### src/rtl/fir_ibuff_sequencer.sv
// fir_ibuff_sequencer
// Reads FIR coefficients and then input samples from ibuff and streams them
// into fir_filter. Samples go out in sliding-window order (newest first) with
// zero padding at both ends of the series and an optional window stride of 2.
// A slot issued in cycle t shows up on fir_input in cycle t+1.

module fir_ibuff_sequencer #(
    parameter int INPUT_WIDTH      = 32,
    parameter int MAX_FILTER_SIZE  = 16,
    parameter int IBUFF_CELL_COUNT = 4096,
    localparam int FS_WIDTH        = $clog2(MAX_FILTER_SIZE),
    localparam int AW              = $clog2(IBUFF_CELL_COUNT)
) (
    input  logic                   clk,
    input  logic                   rst,
    input  logic                   start,
    input  logic                   abort,
    input  logic [FS_WIDTH-1:0]    filter_size,
    input  logic                   downsample,
    input  logic [AW-1:0]          coeff_base_addr,
    input  logic [AW-1:0]          data_base_addr,
    input  logic [AW:0]            series_length,
    output logic                   ibuff_r_en,
    output logic [AW-1:0]          ibuff_r_addr,
    input  logic [INPUT_WIDTH-1:0] ibuff_r_data,
    output logic                   init_filter,
    output logic                   input_valid,
    output logic [INPUT_WIDTH-1:0] fir_input,
    output logic                   busy,
    output logic                   done
);

    localparam logic [2:0] ST_IDLE  = 3'd0;
    localparam logic [2:0] ST_INIT  = 3'd1;
    localparam logic [2:0] ST_COEF  = 3'd2;
    localparam logic [2:0] ST_DATA  = 3'd3;
    localparam logic [2:0] ST_DRAIN = 3'd4;

    // Job parameters captured on start
    logic [2:0]          state_r;
    logic [FS_WIDTH-1:0] fs_r;
    logic                ds_r;
    logic [AW-1:0]       coef_base_r;
    logic [AW-1:0]       data_base_r;
    logic [AW:0]         len_r;
    logic [AW+1:0]       total_r;      // L+N-1: window bases run below this

    // Slot counters: they name the slot to be issued at the next edge
    logic [FS_WIDTH-1:0] k_r;          // coefficient index
    logic [AW+1:0]       b_r;          // window base
    logic [FS_WIDTH-1:0] i_r;          // slot within window

    // Issue stage (cycle t) and output stage (cycle t+1)
    logic                slot_r;
    logic                pad_r;
    logic                r_en_r;
    logic [AW-1:0]       addr_r;
    logic                valid_r;
    logic                opad_r;
    logic                init_r;
    logic                busy_r;
    logic                done_r;

    // Slot decode
    logic signed [AW+1:0] s_s;
    logic                 data_pad_s;
    logic [AW-1:0]        data_addr_s;
    logic [AW-1:0]        coef_addr_s;
    logic [AW+1:0]        b_first_s;
    logic [AW+1:0]        b_next_s;
    logic                 has_window_s;
    logic                 last_window_s;

    // Address and pad decode for the slot about to be issued
    always_comb begin
        s_s           = $signed(b_r) - $signed({{(AW+2-FS_WIDTH){1'b0}}, i_r});
        data_pad_s    = s_s[AW+1] || (s_s >= $signed({1'b0, len_r}));
        data_addr_s   = data_base_r + s_s[AW-1:0];
        coef_addr_s   = coef_base_r + {{(AW-FS_WIDTH){1'b0}}, k_r};
        b_first_s     = {{(AW+1){1'b0}}, ds_r};
        b_next_s      = b_r + (ds_r ? {{AW{1'b0}}, 2'd2} : {{(AW+1){1'b0}}, 1'b1});
        has_window_s  = (total_r > b_first_s);
        last_window_s = (b_next_s >= total_r);
    end

    // Sequencer FSM, read issue and output pipeline
    always_ff @(posedge clk or negedge rst) begin
        if (!rst) begin
            state_r     <= ST_IDLE;
            fs_r        <= {FS_WIDTH{1'b0}};
            ds_r        <= 1'b0;
            coef_base_r <= {AW{1'b0}};
            data_base_r <= {AW{1'b0}};
            len_r       <= {(AW+1){1'b0}};
            total_r     <= {(AW+2){1'b0}};
            k_r         <= {FS_WIDTH{1'b0}};
            b_r         <= {(AW+2){1'b0}};
            i_r         <= {FS_WIDTH{1'b0}};
            slot_r      <= 1'b0;
            pad_r       <= 1'b0;
            r_en_r      <= 1'b0;
            addr_r      <= {AW{1'b0}};
            valid_r     <= 1'b0;
            opad_r      <= 1'b0;
            init_r      <= 1'b0;
            busy_r      <= 1'b0;
            done_r      <= 1'b0;
        end else begin
            slot_r  <= 1'b0;
            pad_r   <= 1'b0;
            r_en_r  <= 1'b0;
            addr_r  <= {AW{1'b0}};
            init_r  <= 1'b0;
            done_r  <= 1'b0;
            valid_r <= slot_r;
            opad_r  <= pad_r;
            if ((state_r != ST_IDLE) && abort) begin
                // Drop everything, including the read already in flight
                state_r <= ST_IDLE;
                busy_r  <= 1'b0;
                valid_r <= 1'b0;
                opad_r  <= 1'b0;
            end else begin
                case (state_r)
                    ST_IDLE: begin
                        if (start && !abort) begin
                            fs_r        <= filter_size;
                            ds_r        <= downsample;
                            coef_base_r <= coeff_base_addr;
                            data_base_r <= data_base_addr;
                            len_r       <= series_length;
                            total_r     <= {1'b0, series_length}
                                           + {{(AW+2-FS_WIDTH){1'b0}}, filter_size};
                            k_r         <= {FS_WIDTH{1'b0}};
                            b_r         <= {(AW+2){1'b0}};
                            i_r         <= {FS_WIDTH{1'b0}};
                            init_r      <= 1'b1;
                            busy_r      <= 1'b1;
                            state_r     <= ST_INIT;
                        end else begin
                            state_r <= ST_IDLE;
                        end
                    end
                    ST_INIT, ST_COEF: begin
                        slot_r <= 1'b1;
                        r_en_r <= 1'b1;
                        addr_r <= coef_addr_s;
                        if (k_r == fs_r) begin
                            b_r     <= b_first_s;
                            i_r     <= {FS_WIDTH{1'b0}};
                            state_r <= has_window_s ? ST_DATA : ST_DRAIN;
                        end else begin
                            k_r     <= k_r + {{(FS_WIDTH-1){1'b0}}, 1'b1};
                            state_r <= ST_COEF;
                        end
                    end
                    ST_DATA: begin
                        slot_r <= 1'b1;
                        pad_r  <= data_pad_s;
                        r_en_r <= !data_pad_s;
                        addr_r <= data_pad_s ? {AW{1'b0}} : data_addr_s;
                        if (i_r == fs_r) begin
                            i_r <= {FS_WIDTH{1'b0}};
                            if (last_window_s) begin
                                state_r <= ST_DRAIN;
                            end else begin
                                b_r     <= b_next_s;
                                state_r <= ST_DATA;
                            end
                        end else begin
                            i_r     <= i_r + {{(FS_WIDTH-1){1'b0}}, 1'b1};
                            state_r <= ST_DATA;
                        end
                    end
                    ST_DRAIN: begin
                        // Last slot is on fir_input this cycle; finish next
                        state_r <= ST_IDLE;
                        busy_r  <= 1'b0;
                        done_r  <= 1'b1;
                    end
                    default: begin
                        state_r <= ST_IDLE;
                        busy_r  <= 1'b0;
                    end
                endcase
            end
        end
    end

    assign ibuff_r_en   = r_en_r;
    assign ibuff_r_addr = addr_r;
    assign init_filter  = init_r;
    assign input_valid  = valid_r;
    // ibuff data arrives one cycle after the read, so it is muxed straight through
    assign fir_input    = (valid_r && !opad_r) ? ibuff_r_data : {INPUT_WIDTH{1'b0}};
    assign busy         = busy_r;
    assign done         = done_r;

endmodule

### config.mk
export PLATFORM = sky130hd
export DESIGN_NAME = fir_ibuff_sequencer
export DESIGN_NICKNAME = d
export VERILOG_FILES = /design/src/rtl/fir_ibuff_sequencer.sv
export SDC_FILE = /design/constraint.sdc
export NUM_CORES = 1
export LEC_CHECK = 0
export CAP_MARGIN = 20
export CORE_MARGIN = 2
export CORE_UTILIZATION = 45
export CTS_BUF_LIST = sky130_fd_sc_hd__clkbuf_8
export DETAILED_ROUTE_END_ITERATION = 8
export GPL_TIMING_DRIVEN = 0
export PLACE_DENSITY = 0.71
export SLEW_MARGIN = 25
export SYNTH_ARGS = -nofsm -noshare
export SYNTH_HDL_FRONTEND = slang
export SYNTH_SLANG_ARGS = --single-unit
### constraint.sdc
create_clock -name clk -period 3.55 [get_ports clk]
set_input_delay 0.5325 -clock clk [delete_from_list [all_inputs] [get_ports clk]]
set_output_delay 0.5325 -clock clk [all_outputs]
set_load 0.005 [all_outputs]
Word-level counts from Yosys, hierarchy flattened. Index checks and enable logic that the tools add are counted.

Bitwise logic cells: 1. $add $sub $neg: 7. Mux-type cells: 39. Reduce and logical (&&, ||, !) cells: 18. $lt $le $gt $ge: 3. Equality and inequality tests: 13.

Operator list (count): 14-bit 2-to-1 mux (4); 14-bit one-hot mux with 3 select lines (1); 32-bit 2-to-1 mux (1); 14-bit greater-or-equal comparator (2); 12-bit 2-to-1 mux (2); 12-bit one-hot mux with 2 select lines (1); 4-bit 2-to-1 mux (4); 1-bit 2-to-1 mux (15); 3-bit 2-to-1 mux (5); 13-bit by 4-bit adder with 14-bit output (1); 14-bit by 2-bit adder with 14-bit output (1); 14-bit by 1-bit greater-than comparator with 1-bit output (1); 14-bit by 5-bit subtractor with 14-bit output (1); 12-bit adder (1); 12-bit by 4-bit adder with 12-bit output (1); 4-bit one-hot mux with 3 select lines (1); 2-bit inequality test, second input constant (5); 3-bit one-hot mux with 3 select lines (1); 4-bit by 1-bit adder with 4-bit output, second input constant (2); 4-bit equality test (2); 4-bit one-hot mux with 2 select lines (1); 4-bit AND reduction (2); 3-bit by 2-bit equality test with 1-bit output, second input constant (2); 6-bit AND reduction (1); other kinds (17) (23).

Register bits after elaboration: 101. Bits of input ports: 78.

Longest topological paths before layout. Gate-level depths: netlist of run 1.

Depth in word-level cells: 7. Gate-level depth with buffers: 17.

Least setup slack after synthesis of run 1. OpenSTA, ideal clock, no wires.

Path type: reg2reg. Start: register b_r[0]. End: register addr_r[3] (netlist: ibuff_r_addr[3]). Required time: 3467 ps. Cell stages (with the launch flop): 18. Slack: 314 ps. Period minus slack after synthesis: 3236 ps. Setup time: 83 ps. Data arrival time: 3153 ps. Path through: dfrtp_1 > inv_1 > ha_1 > inv_1 > fa_1 > a21oi_1 > nor2b_1 > or2_2 > nor4_1 > xor2_1 > ha_1 > o211ai_1 > a21oi_1 > a21oi_1 > o311a_1 > nand4b_2 > buf_6 > o22ai_1.

Cells in the longest elaborated chain, start to end: 6. Elaborated cells between the ends (all ways): 7. Those cells by class: 2 x add/sub; 1 x order compare; 3 x mux; 1 x reduce/logical.

Ends and longest elaborated chain: from (decl) (RTL line 50) `logic [AW+1:0] b_r;`; from (signal assigned) (RTL line 97) `b_r <= {(AW+2){1'b0}};`; from (signal assigned) (RTL line 135) `b_r <= {(AW+2){1'b0}};`; from (signal assigned) (RTL line 149) `b_r <= b_first_s;`; 14-bit by 5-bit subtractor with 14-bit output * (RTL line 76) `s_s = $signed(b_r) - $signed({{(AW+2-FS_WIDTH){1'b0}}, i_r});`; 14-bit greater-or-equal comparator (RTL line 77) `data_pad_s = s_s[AW+1] || (s_s >= $signed({1'b0, len_r}));`; 1-bit logical OR (RTL line 77); 12-bit 2-to-1 mux * (RTL line 161) `addr_r <= data_pad_s ? {AW{1'b0}} : data_addr_s;`; 12-bit one-hot mux with 2 select lines * (RTL line 124) `case (state_r)`; 12-bit 2-to-1 mux * (RTL line 117) `if ((state_r != ST_IDLE) && abort) begin`; to (signal assigned) (RTL line 112) `addr_r <= {AW{1'b0}};`; to (signal assigned) (RTL line 147) `addr_r <= coef_addr_s;`; to (signal assigned) (RTL line 161); to (decl) (RTL line 57) `logic [AW-1:0] addr_r;`.

Mark *: on every way between the ends. The rest lies on a longest branch, timed or not. A chain may end at the register's enable or synchronous reset.

Worst setup path in the final report of run 1. Ends and elaborated chain as after synthesis.

==> impl_table.tex, run 1 <==
\begin{tabular}{lr}
\hline
Metric & Value \\
\hline
\multicolumn{2}{l}{\textbf{Critical path}} \\
Endpoint required time on the critical path & around 3.9 ns \\
Worst r2r src & b\_r[0] \\
Worst setup EP type & register \\
Critical path start-end classification & register to register \\
R2r endpoint & ibuff\_r\_addr[3] \\
Worst R2R Path Depth & 17 \\
Worst Path Arrival & 3.78 ns \\
Setup crit start kind & register \\
Largest driver fanout on the critical path & 5 \\
Setup slack of the worst register-to-register path & roughly 0.073 ns \\
\multicolumn{2}{l}{\textbf{Final layout}} \\
Nets@finish & approximately 1000 \\
Area delta synth->final & 31.6\% \\
Number of inserted diodes & 0 \\
Fin util & 61.1\% \\
Layout cells sized above 1 & 8.68\% \\
Fillers & around 1200 \\
Register Area & roughly 2500 um\^{}2 \\
Multi-input gate area & 3820 um\^{}2 \\
\multicolumn{2}{l}{\textbf{Global route}} \\
Wire length of the first global-routing pass & roughly 28 mm \\
Pin count of the biggest net entering global routing & 57 \\
Overall Global Routing Usage & approximately a quarter \\
Via count of the first global-routing pass & 5588 \\
Initial antenna violation count & 0 \\
Aggregate global routing overflow & 0 \\
\multicolumn{2}{l}{\textbf{STA}} \\
Worst hold-check slack & between 0.04 and 0.05 ns \\
Final cycle utilization of the critical path & a little over nine tenths \\
Fin crit period & around 3.5 ns \\
Setup violations, final & 0 \\
Setup Skew & between 0.015 and 0.02 ns \\
Achievable Freq & between 200 and 300 MHz \\
Max Transition Viols Final & 0 \\
Final number of hold-violating endpoints & 0 \\
RSZ-0062 raised after global routing & true \\
Worst rel slew slack & $\sim$56\% \\
Measured slew at the worst slew-check pin & approximately 0.66 ns \\
\multicolumn{2}{l}{\textbf{Synth}} \\
Netlist area before placement & around 6500 um\^{}2 \\
Compound-Gate Fraction of Synth Area & 14.6\% \\
Cells after synthesis & a little over 700 \\
Simple-gate area share of the yosys netlist & 20.5\% \\
Share of synthesized registers carrying an async set or reset & 100\% \\
Count of different cell masters after synthesis & 61 \\
Number of warning messages in the yosys log & 0 \\
Post-Synth XOR/XNOR Area & $\sim$8.4\% \\
Dominant combinational cell family by area after synthesis & simple AND/OR/NAND/NOR gates \\
Register bit count reported by yosys & just over 100 \\
Commonest register cell after synthesis & sky130\_fd\_sc\_hd\_\_dfrtp\_1 \\
Adder and majority gate portion of the synthesized area & 12.1\% \\
Post-synthesis mux area share & 0.482\% \\
Number of synthesized flops with an enable pin & 0 \\
Mean area per synthesized cell & roughly 8.9 um\^{}2 \\
Register area share after synthesis & between 30\% and 40\% \\
Net count of the mapped netlist & between 800 and 900 \\
\multicolumn{2}{l}{\textbf{Clocking}} \\
H-tree lvl count & 3 \\
CTS Buf Count & 9 \\
Clk slew on worst S/H paths & 0.10 ns \\
Buffer levels on the longest clock path & 2 \\
Clk sinks & approximately 100 \\
Clk Tree Root Cell & sky130\_fd\_sc\_hd\_\_clkbuf\_8 \\
CTS tree & built \\
Worst skew pair latency & around 0.40 ns \\
\multicolumn{2}{l}{\textbf{Placement}} \\
Post-detail-place hpwl & about 14 mm \\
Port-buffer cells & approximately 130 \\
Final weighted congestion of routability-driven global placement & 0.962 \\
\multicolumn{2}{l}{\textbf{Power and ir drop}} \\
Leak Pwr & around 0.004 uW \\
Post-route total power & 6270 uW \\
Cell area power density & approximately 730 nW/um\^{}2 \\
Max rail drop VDD & approximately 0.35 mV \\
\multicolumn{2}{l}{\textbf{Drt}} \\
Via-to-Cell Ratio & 5.43 \\
Number of antenna-violating nets in the routed design & 0 \\
Final routed wire length divided by cell count & between 15 and 20 um \\
Detailed router's first-iteration violation count & about 320 \\
First-pass detailed-route iteration total & 5 \\
Total vias in the final route & $\sim$5800 \\
DRC errors left & 0 \\
WL final & 18.3 mm \\
\multicolumn{2}{l}{\textbf{Floorplan}} \\
Number of top-level pins & between 100 and 150 \\
X dimension of the die & 124 um \\
Die area & 15400 um\^{}2 \\
Initial Utilization & 46.4\% \\
Cell Rows & 43 \\
Height of the die & between 100 and 150 um \\
Core area & roughly 14000 um\^{}2 \\
\multicolumn{2}{l}{\textbf{Run}} \\
MaxCap Viol Count & 0 \\
\multicolumn{2}{l}{\textbf{Hold path}} \\
Worst min-delay path category & input port to asynchronous set/reset pin \\
\multicolumn{2}{l}{\textbf{Status}} \\
Status & complete, no violations \\
\hline
\end{tabular}
==> flip-flops by register name (all words and copies together), names as in the netlist, 3 cells and up <==
register      count
b_r              14
coef_base_r      12
data_base_r      12
fs_r              4
i_r               4
ibuff_r_addr     12
k_r               4
len_r            13
state_r           3
total_r          14
==> per-stage QoR <==
stage	TNS [ns]	instances	worst slack (ns)	area [um^2]
after floorplan	0	726	0.314	6490
after global placement	-185.13	1032	-1.79	7980
after detailed placement	-7.08	1033	-0.394	8010
after CTS	-0.00796	1059	-0.00796	8420
after global routing	-0.247	1067	-0.0645	8540
final	0	1067	0.0735	8540
==> report_power, final <==
part | total [uW] | switching (uW) | leakage (uW) | internal [uW]
Sequential | 1870 | 326 | 0.00131 | 1550
Combinational | 3570 | 1980 | 0.00251 | 1580
Clock | 832 | 416 | 0.000118 | 416
==> cell usage in the layout, fill, tap and decap left out, types with 4 or more instances in the layout <==
cell                                n
sky130_fd_sc_hd__a211oi_1           6
sky130_fd_sc_hd__a21o_1            12
sky130_fd_sc_hd__a21oi_1           22
sky130_fd_sc_hd__a22o_1             9
sky130_fd_sc_hd__and2_1            35
sky130_fd_sc_hd__and3_1             6
sky130_fd_sc_hd__buf_4             16
sky130_fd_sc_hd__buf_6              6
sky130_fd_sc_hd__clkbuf_1          16
sky130_fd_sc_hd__clkbuf_8          10
sky130_fd_sc_hd__clkdlybuf4s50_1  125
sky130_fd_sc_hd__dfrtp_1           98
sky130_fd_sc_hd__fa_1               4
sky130_fd_sc_hd__ha_1              54
sky130_fd_sc_hd__inv_1             53
sky130_fd_sc_hd__nand2_1          134
sky130_fd_sc_hd__nand2b_1           8
sky130_fd_sc_hd__nand3_1           10
sky130_fd_sc_hd__nand4_1           14
sky130_fd_sc_hd__nor2_1            29
sky130_fd_sc_hd__nor2b_1            7
sky130_fd_sc_hd__nor3_1             7
sky130_fd_sc_hd__o211ai_1           7
sky130_fd_sc_hd__o21a_1             5
sky130_fd_sc_hd__o21ai_0           45
sky130_fd_sc_hd__o22ai_1            7
sky130_fd_sc_hd__xnor2_1           36
sky130_fd_sc_hd__xor2_1            23
==> worst max path at each step <==
stage	startpoint	endpoint	slack, ns
detailed placement	i_r[0]	ibuff_r_addr[0]	-0.39
finish	b_r[0]	ibuff_r_addr[3]	0.07
global placement	rst	data_base_r[7]	-1.79
floorplan	b_r[0]	ibuff_r_addr[3]	0.31
CTS	i_r[3]	ibuff_r_addr[3]	-0.008
global route	b_r[0]	ibuff_r_addr[3]	-0.06
==> what timing repair did <==
action | in CTS | in global routing
buffers inserted | 9 | 7
resized for setup | 24 | 15
endpoints found under the hold margin | 0 | 0
endpoints found under the setup margin | 24 | 27
hold buffers | 0 | 0
pin swaps | 10 | 12
cloned | 1 | 1
==> final cells by class <==
type | count | share of cell area (%)
Timing Repair Buffer | 144 | 16.7
Clock buffer | 10 | 1.61
Inverter | 54 | 2.37
Sequential cell | 101 | 29.6
Multi-Input combinational cell | 548 | 44.7
Tap cell | 180 | 2.64
Buffer | 24 | 1.38
Clock inverter | 6 | 1.01
==> critical path, cell delays in order, from the launching register on <==
cell                       delay (ns)
sky130_fd_sc_hd__dfrtp_1         0.42
sky130_fd_sc_hd__inv_2           0.09
sky130_fd_sc_hd__ha_4            0.14
sky130_fd_sc_hd__inv_2           0.03
sky130_fd_sc_hd__fa_2            0.34
sky130_fd_sc_hd__a21oi_2         0.15
sky130_fd_sc_hd__nor2b_2         0.07
sky130_fd_sc_hd__or2_4           0.25
sky130_fd_sc_hd__nor4_4          0.14
sky130_fd_sc_hd__xor2_1          0.27
sky130_fd_sc_hd__ha_1            0.29
sky130_fd_sc_hd__o211ai_1        0.18
sky130_fd_sc_hd__a21oi_1         0.06
sky130_fd_sc_hd__a21oi_1         0.17
sky130_fd_sc_hd__o311a_4         0.25
sky130_fd_sc_hd__nand4b_4        0.16
sky130_fd_sc_hd__buf_6           0.20
sky130_fd_sc_hd__o22ai_4         0.17
==> routing by layer <==
metal | share of wire, % | vias to the layer above | GRT usage [%] | routed length [um]
li1 | - | 2793 | - | -
met1 | 42 | 2766 | 30.8 | 7740
met2 | 48 | 210 | 40.8 | 8730
met3 | 7.2 | 29 | 3.75 | 1310
met4 | 2.7 | 0 | 10.6 | 487
met5 | 0 | - | 0 | 0
==> Yosys cell counts (4+ instances only) <==
master,instances,area [um^2]
sky130_fd_sc_hd__nor4_1,4,25.0
sky130_fd_sc_hd__a22o_1,9,78.8
sky130_fd_sc_hd__inv_1,54,203
sky130_fd_sc_hd__clkbuf_1,16,60.1
sky130_fd_sc_hd__xor2_1,24,210
sky130_fd_sc_hd__o22ai_1,11,68.8
sky130_fd_sc_hd__dfrtp_1,101,2530
sky130_fd_sc_hd__nand2b_1,8,50.1
sky130_fd_sc_hd__nor2_1,31,116
sky130_fd_sc_hd__nand2_1,134,503
sky130_fd_sc_hd__xnor2_1,36,315
sky130_fd_sc_hd__and2_1,35,219
sky130_fd_sc_hd__a21oi_1,24,120
sky130_fd_sc_hd__nor2b_1,8,50.1
sky130_fd_sc_hd__o211ai_1,7,52.6
sky130_fd_sc_hd__o21a_1,6,45.0
sky130_fd_sc_hd__a21o_1,12,90.1
sky130_fd_sc_hd__o21ai_0,46,230
sky130_fd_sc_hd__and3_1,6,37.5
sky130_fd_sc_hd__nand4_1,14,87.6
sky130_fd_sc_hd__ha_1,55,688
sky130_fd_sc_hd__nand3_1,10,50.1
sky130_fd_sc_hd__fa_1,5,100
sky130_fd_sc_hd__or2_2,4,25.0
sky130_fd_sc_hd__nor3_1,8,40.0
sky130_fd_sc_hd__a211oi_1,6,45.0
==> cell families after synthesis <==
group | Yosys count
AO/OA/AOI/OAI | 147
XOR/XNOR | 61
adder cells (fa/ha/maj) | 60
buffers and inverters | 78
flip-flops | 101
multiplexers | 3
AND/OR/NAND/NOR | 276
No activity file was read; power rests on OpenSTA's default activity.
==> inputs of run 2 (changes only) <==
==> constraint.sdc (replaced) <==
create_clock -name clk -period 3.43 [get_ports clk]
set_input_delay 0.5145 -clock clk [delete_from_list [all_inputs] [get_ports clk]]
set_output_delay 0.5145 -clock clk [all_outputs]
set_load 0.005 [all_outputs]
==> run 2 against run 1 <==
  * The flow now finishes with violations (negative setup slack)
  * Highest routed layer unchanged
  * Non-clock buffer count grew 1
  * Clock skew grew 0.00081 ns
  * Critical path depth is the same
  * Largest cell class unchanged
==> impl_table.tex, run 2 (synthesized netlist as in run 1, its figures left out) <==
\begin{tabular}{lr}
\hline
Metric & Value \\
\hline
\multicolumn{2}{l}{\textbf{Placement}} \\
Total cell area at the placement stage & approximately 8000 um\^{}2 \\
Cells after DPL & a little over 1000 \\
Post-detail-place hpwl & 14.2 mm \\
Final weighted congestion of routability-driven global placement & between 0.9 and 1 \\
Port-buffer cells & between 100 and 150 \\
\multicolumn{2}{l}{\textbf{STA}} \\
Fin crit period & between 3 and 4 ns \\
Final number of hold-violating endpoints & 0 \\
Worst hold-check slack & between 0.03 and 0.04 ns \\
RSZ-0062 raised after global routing & true \\
Measured slew at the worst slew-check pin & 0.659 ns \\
Setup violations, final & 4 \\
Post-route setup slack & -0.0246 ns \\
Worst rel slew slack & $\sim$56\% \\
Max Transition Viols Final & 0 \\
Setup Skew & $\sim$0.017 ns \\
Achievable Freq & 289 MHz \\
Final cycle utilization of the critical path & 101\% \\
\multicolumn{2}{l}{\textbf{Global route}} \\
Pin count of the biggest net entering global routing & 57 \\
Overall Global Routing Usage & between 20\% and 30\% \\
Wire length of the first global-routing pass & $\sim$28 mm \\
Aggregate global routing overflow & 0 \\
Via count of the first global-routing pass & approximately 5600 \\
Initial antenna violation count & 0 \\
\multicolumn{2}{l}{\textbf{Drt}} \\
Total vias in the final route & slightly below 6000 \\
First-pass detailed-route iteration total & 4 \\
DRC errors left & 0 \\
WL final & roughly 18 mm \\
Detailed router's first-iteration violation count & around 250 \\
Number of antenna-violating nets in the routed design & 0 \\
Via-to-Cell Ratio & between 5 and 6 \\
Final routed wire length divided by cell count & roughly 17 um \\
\multicolumn{2}{l}{\textbf{Final layout}} \\
Area of all placed cells without fillers & approximately 8600 um\^{}2 \\
Most common cell after layout, fill and taps aside & sky130\_fd\_sc\_hd\_\_nand2\_1 \\
Fin util & a little over 60\% \\
Highest-count cells in the layout ignoring fill and taps & sky130\_fd\_sc\_hd\_\_nand2\_1, sky130\_fd\_sc\_hd\_\_clkdlybuf4s50\_1, sky130\_fd\_sc\_hd\_\_dfrtp\_1 \\
Area delta synth->final & 31.8\% \\
Fillers & approximately 1200 \\
Filler-free cell count of the finished design & $\sim$1100 \\
Multi-input gate area & 3820 um\^{}2 \\
Number of inserted diodes & 0 \\
Layout cells sized above 1 & roughly 9.2\% \\
Register Area & roughly 2500 um\^{}2 \\
Nets@finish & a little over 1000 \\
Regs by FF count & b\_r: 14 flops, total\_r: 14 flops, len\_r: 13 flops \\
\multicolumn{2}{l}{\textbf{Critical path}} \\
Critical path start-end classification & register to register \\
Endpoint required time on the critical path & roughly 3.7 ns \\
Setup crit start kind & register \\
Largest driver fanout on the critical path & 5 \\
Worst setup EP type & register \\
Setup slack of the worst register-to-register path & -0.02 ns \\
Worst Path Arrival & between 3 and 4 ns \\
R2r endpoint & ibuff\_r\_addr[3] \\
Worst R2R Path Depth & 17 \\
Worst r2r src & b\_r[0] \\
\multicolumn{2}{l}{\textbf{Clocking}} \\
Buffer levels on the longest clock path & 2 \\
Clk Tree Root Cell & sky130\_fd\_sc\_hd\_\_clkbuf\_8 \\
Number of hold-repair buffers added at the cts stage & 0 \\
Worst skew pair latency & 0.40 ns \\
CTS Buf Count & 9 \\
Clk sinks & roughly 100 \\
CTS tree & built \\
H-tree lvl count & 3 \\
Clk slew on worst S/H paths & roughly 0.10 ns \\
\multicolumn{2}{l}{\textbf{Floorplan}} \\
Die area & $\sim$15000 um\^{}2 \\
X dimension of the die & roughly 120 um \\
Cell Rows & 43 \\
Initial Utilization & between 40\% and 50\% \\
Number of top-level pins & about 130 \\
Height of the die & around 120 um \\
Core area & 14000 um\^{}2 \\
\multicolumn{2}{l}{\textbf{Power and ir drop}} \\
Leak Pwr & 0.00394 uW \\
Seq pwr share & 29.8\% \\
Net Switching & 2810 uW \\
Switching share of total power & between 40\% and 50\% \\
Internal power of the cells & between 3000 and 4000 uW \\
Cell area power density & around 760 nW/um\^{}2 \\
Combinational share of power & 56.9\% \\
Clk pwr share & 13.3\% \\
Max rail drop VDD & around 0.36 mV \\
\multicolumn{2}{l}{\textbf{Status}} \\
Violations in the final reports & negative setup slack \\
Status & finished with violations \\
\multicolumn{2}{l}{\textbf{Hold path}} \\
Worst min-delay path category & input port to asynchronous set/reset pin \\
\multicolumn{2}{l}{\textbf{Run}} \\
MaxCap Viol Count & 0 \\
\hline
\end{tabular}
run 2: cell types whose count changed in the layout (fill, tap and decap cells not counted), sizes merged:
cell	delta
buf	+2
clkbuf	-1
run 2: per-layer routing:
layer	vias to the layer above	global-route usage [%]	wire [um]
met3	31	4.12	1380
li1	2797	-	-
met2	212	40.6	8670
met1	2822	30.6	7740
met5	-	0	0
met4	0	10.9	517
run 2: power by group through the flow:
stage / Combinational [uW] / Clock (uW) / Sequential (uW)
detailed placement: 3260 / 0 / 1950
floorplan: 2200 / 0 / 1840
CTS: 3500 / 875 / 1940
global route: 4070 / 917 / 1990
global placement: 3140 / 0 / 1940
finish: 3690 / 864 / 1940
run 2: metrics by stage:
stage	TNS, ns	power (uW)	setup WS (ns)
after floorplan	0	4040	0.194
final	-0.0480	6500	-0.0246
after global routing	-1.73	6980	-0.158
after global placement	-198.37	5080	-1.89
after detailed placement	-10.27	5210	-0.514
after CTS	-0.973	6310	-0.117
run 2: final cells by class:
class                   count  area share [%]
multi-input cells         548            44.6
flip-flops and latches    101            29.6
repair buffers            146            16.8
well taps                 180            2.63
inverters                  54            2.37
clock buffers              10            1.61
plain buffers              23            1.33
clock inverters             6            1.01
run 2: worst max-delay path by stage:
stage | endpoint | cells past startpoint | slack, ns | from
global route | ibuff_r_addr[3] | 17 | -0.16 | b_r[0]
detailed placement | ibuff_r_addr[0] | 16 | -0.51 | i_r[0]
finish | ibuff_r_addr[3] | 17 | -0.02 | b_r[0]
global placement | data_base_r[7] | 1 | -1.89 | rst
CTS | ibuff_r_addr[3] | 16 | -0.12 | i_r[0]
floorplan | ibuff_r_addr[3] | 17 | 0.19 | b_r[0]
run 2: worst max-delay path, cell delays in order (launching register included):
cell	delay (ns)
sky130_fd_sc_hd__dfrtp_1	0.42
sky130_fd_sc_hd__inv_2	0.08
sky130_fd_sc_hd__ha_4	0.13
sky130_fd_sc_hd__inv_2	0.03
sky130_fd_sc_hd__fa_2	0.34
sky130_fd_sc_hd__a21oi_2	0.15
sky130_fd_sc_hd__nor2b_2	0.07
sky130_fd_sc_hd__or2_4	0.25
sky130_fd_sc_hd__nor4_4	0.14
sky130_fd_sc_hd__xor2_1	0.26
sky130_fd_sc_hd__ha_1	0.29
sky130_fd_sc_hd__o211ai_1	0.18
sky130_fd_sc_hd__a21oi_1	0.06
sky130_fd_sc_hd__a21oi_1	0.17
sky130_fd_sc_hd__o311a_4	0.25
sky130_fd_sc_hd__nand4b_4	0.16
sky130_fd_sc_hd__buf_6	0.19
sky130_fd_sc_hd__o22ai_4	0.16
run 2: timing repair:
action | in CTS | in global routing
buffers inserted | 10 | 8
endpoints found under the setup margin | 28 | 28
gates resized for setup | 26 | 15
pin swaps | 11 | 14
gates cloned | 1 | 1
==> inputs of run 3 (changes only) <==
--- a/config.mk
+++ b/config.mk
@@ -11,7 +11,7 @@
 export CTS_BUF_LIST = sky130_fd_sc_hd__clkbuf_8
 export DETAILED_ROUTE_END_ITERATION = 8
 export GPL_TIMING_DRIVEN = 0
-export PLACE_DENSITY = 0.71
+export PLACE_DENSITY = 0.74
 export SLEW_MARGIN = 25
 export SYNTH_ARGS = -nofsm -noshare
 export SYNTH_HDL_FRONTEND = slang
==> constraint.sdc (replaced) <==
create_clock -name clk -period 3 [get_ports clk]
set_input_delay 0.45 -clock clk [delete_from_list [all_inputs] [get_ports clk]]
set_output_delay 0.45 -clock clk [all_outputs]
set_load 0.005 [all_outputs]
==> run 3 against run 2 <==
  * The flow still finishes with violations (negative setup slack)
  * Core utilization rose by 1.1 points
  * Cell area increased by 1.8%
  * Clock power rose by 9.3%
  * Fmax about the same
  * Global-route usage fell by 0.92 points
  * Sequential power rose by 13%
  * Sequential share of layout area shrank 0.53 points
  * Worst hold slack better by 0.42 ns
  * First-iteration DRC count grew 23%
  * Count of clock-buffer cells in the layout unchanged
  * Clock skew shrank 0.0022 ns
  * Largest cell class unchanged
  * Largest power group unchanged
  * Highest routed layer unchanged
==> impl_table.tex, run 3 (synthesized netlist as in run 1, its figures left out) <==
\begin{tabular}{lr}
\hline
Metric & Value \\
\hline
\multicolumn{2}{l}{\textbf{Drt}} \\
Final routed wire length divided by cell count & between 15 and 20 um \\
DRC errors left & 0 \\
Total vias in the final route & slightly below 6000 \\
Via-to-Cell Ratio & 5.37 \\
Number of antenna-violating nets in the routed design & 0 \\
First-pass detailed-route iteration total & 5 \\
Detailed router's first-iteration violation count & approximately 300 \\
WL final & roughly 18 mm \\
\multicolumn{2}{l}{\textbf{Final layout}} \\
Fin util & 62.3\% \\
Filler-free cell count of the finished design & about 1100 \\
Layout cells sized above 1 & a little under an eighth \\
Number of inserted diodes & 0 \\
Fillers & $\sim$1100 \\
Nets@finish & 1029 \\
Highest-count cells in the layout ignoring fill and taps & sky130\_fd\_sc\_hd\_\_nand2\_1, sky130\_fd\_sc\_hd\_\_clkdlybuf4s50\_1, sky130\_fd\_sc\_hd\_\_dfrtp\_1 \\
Most common cell after layout, fill and taps aside & sky130\_fd\_sc\_hd\_\_nand2\_1 \\
Regs by FF count & b\_r: 14 flops, total\_r: 14 flops, len\_r: 13 flops \\
Area delta synth->final & 34.2\% \\
\multicolumn{2}{l}{\textbf{Power and ir drop}} \\
Internal power of the cells & around 4200 uW \\
Clk pwr share & between 10\% and 20\% \\
Combinational share of power & between 50 and 60\% \\
Cell area power density & 838 nW/um\^{}2 \\
Seq pwr share & 30.1\% \\
Post-route total power & 7300 uW \\
Max rail drop VDD & around 0.55 mV \\
Leak Pwr & between 0.004 and 0.005 uW \\
Net Switching & around 3100 uW \\
Switching share of total power & between 40\% and 50\% \\
\multicolumn{2}{l}{\textbf{STA}} \\
Setup Skew & 0.0152 ns \\
Achievable Freq & about 290 MHz \\
Worst rel slew slack & 53.2\% \\
Max Transition Viols Final & 0 \\
RSZ-0062 raised after global routing & true \\
Final cycle utilization of the critical path & 115\% \\
Fin crit period & 3.45 ns \\
Final number of hold-violating endpoints & 0 \\
Setup violations, final & 31 \\
Measured slew at the worst slew-check pin & between 0.7 and 0.8 ns \\
Post-route setup slack & -0.454 ns \\
\multicolumn{2}{l}{\textbf{Placement}} \\
Final weighted congestion of routability-driven global placement & about 0.95 \\
Cells after DPL & around 1000 \\
Place WS & -0.756 ns \\
Post-detail-place hpwl & 13.1 mm \\
Port-buffer cells & approximately 130 \\
\multicolumn{2}{l}{\textbf{Clocking}} \\
Clk slew on worst S/H paths & about 0.11 ns \\
CTS tree & built \\
CTS Buf Count & 9 \\
Clk sinks & 101 \\
Buffer levels on the longest clock path & 2 \\
H-tree lvl count & 3 \\
Clk Tree Root Cell & sky130\_fd\_sc\_hd\_\_clkbuf\_8 \\
Worst skew pair latency & roughly 0.40 ns \\
\multicolumn{2}{l}{\textbf{Global route}} \\
Wire length of the first global-routing pass & approximately 27 mm \\
Initial antenna violation count & 0 \\
Overall Global Routing Usage & 23.3\% \\
Pin count of the biggest net entering global routing & 76 \\
Via count of the first global-routing pass & 5418 \\
Aggregate global routing overflow & 0 \\
\multicolumn{2}{l}{\textbf{Hold path}} \\
Worst min-delay path category & register to register \\
\multicolumn{2}{l}{\textbf{Status}} \\
Violations in the final reports & negative setup slack \\
Status & finished with violations \\
\multicolumn{2}{l}{\textbf{Floorplan}} \\
Height of the die & about 120 um \\
Initial Utilization & 46.4\% \\
Core area & roughly 14000 um\^{}2 \\
Cell Rows & 43 \\
Number of top-level pins & approximately 130 \\
X dimension of the die & around 120 um \\
Die area & 15400 um\^{}2 \\
\multicolumn{2}{l}{\textbf{Critical path}} \\
Worst Path Arrival & 3.78 ns \\
Endpoint required time on the critical path & 3.32 ns \\
Critical path start-end classification & register to register \\
Setup crit start kind & register \\
Largest driver fanout on the critical path & 6 \\
Worst setup EP type & register \\
\multicolumn{2}{l}{\textbf{Run}} \\
MaxCap Viol Count & 0 \\
\hline
\end{tabular}
[run 3: cell types whose count changed in the layout (fill, tap and decap cells not counted), sizes merged]
cell and delta:
buf +5, clkbuf +2, bufinv -1, inv +1, dlygate4sd3 +1
[run 3: critical path, stage by stage, from the launching register on]
cell and delay, ns:
sky130_fd_sc_hd__dfrtp_2 0.47, sky130_fd_sc_hd__ha_1 0.26, sky130_fd_sc_hd__or4_4 0.47, sky130_fd_sc_hd__or2_4 0.30
sky130_fd_sc_hd__nor4_4 0.14, sky130_fd_sc_hd__xor2_1 0.24, sky130_fd_sc_hd__ha_1 0.28, sky130_fd_sc_hd__o211ai_1 0.17
sky130_fd_sc_hd__a21oi_1 0.06, sky130_fd_sc_hd__a21oi_1 0.12, sky130_fd_sc_hd__o311a_1 0.28, sky130_fd_sc_hd__nand4b_4 0.21
sky130_fd_sc_hd__buf_6 0.21, sky130_fd_sc_hd__o22ai_1 0.16
[run 3: final timing paths]
| path | from | to | slack (ns) | depth (start not counted) |
|---|---|---|---|---|
| max in group asynchronous | rst | b_r[3] | 1.87 | 3 |
| min in group asynchronous | rst | coef_base_r[7] | 0.46 | 2 |
| hold reg to reg | slot_r | input_valid | 0.45 | 1 |
| hold / removal | slot_r | input_valid | 0.45 | 1 |
| setup reg to reg | b_r[3] | ibuff_r_addr[5] | -0.45 | 13 |
| setup / recovery | b_r[3] | ibuff_r_addr[5] | -0.45 | 13 |
[run 3: power by group through the flow]
stage	Combinational, uW	Clock, uW	Sequential [uW]
floorplan	2570	0	2110
global placement	3620	0	2210
detailed placement	3700	0	2220
CTS	4080	968	2190
global route	4640	1020	2250
finish	4160	944	2200
[run 3: through the flow]
step / TNS (ns) / hold slack [ns] / area [um^2]
2_1_floorplan: -0.935 / 0.154 / 6560
3_3_place_gp: -243.68 / 0.429 / 8050
3_5_place_dp: -15.06 / 0.333 / 8080
4_1_cts: -8.49 / 0.450 / 8600
5_1_grt: -14.54 / 0.488 / 8710
6_report: -10.06 / 0.453 / 8710
[run 3: metal layers]
| metal | share of wire [%] | global-route usage, % |
|---|---|---|
| met4 | 2.9 | 9.34 |
| met2 | 48 | 40.0 |
| met5 | 0 | 0 |
| met3 | 7.6 | 4.26 |
| met1 | 41 | 28.9 |
[run 3: area by class of cell]
class / instances / area, um^2 / share of cell area (%)
Multi-Input combinational cell: 548 / 3890 / 44.6
Timing Repair Buffer: 153 / 1530 / 17.6
Clock inverter: 6 / 76.3 / 0.876
Inverter: 54 / 203 / 2.33
Buffer: 24 / 118 / 1.35
Clock buffer: 10 / 138 / 1.58
Tap cell: 180 / 225 / 2.59
Sequential cell: 101 / 2530 / 29.1
[run 3: timing repair]
action                                  in CTS  in global routing
buffers inserted                            16                  8
gates resized for setup                     30                 16
endpoints found under the setup margin      31                 31
cloned                                       3                  0
pin swaps                                   19                 29
endpoints found under the hold margin       26                  0
hold buffers                                 1                  0
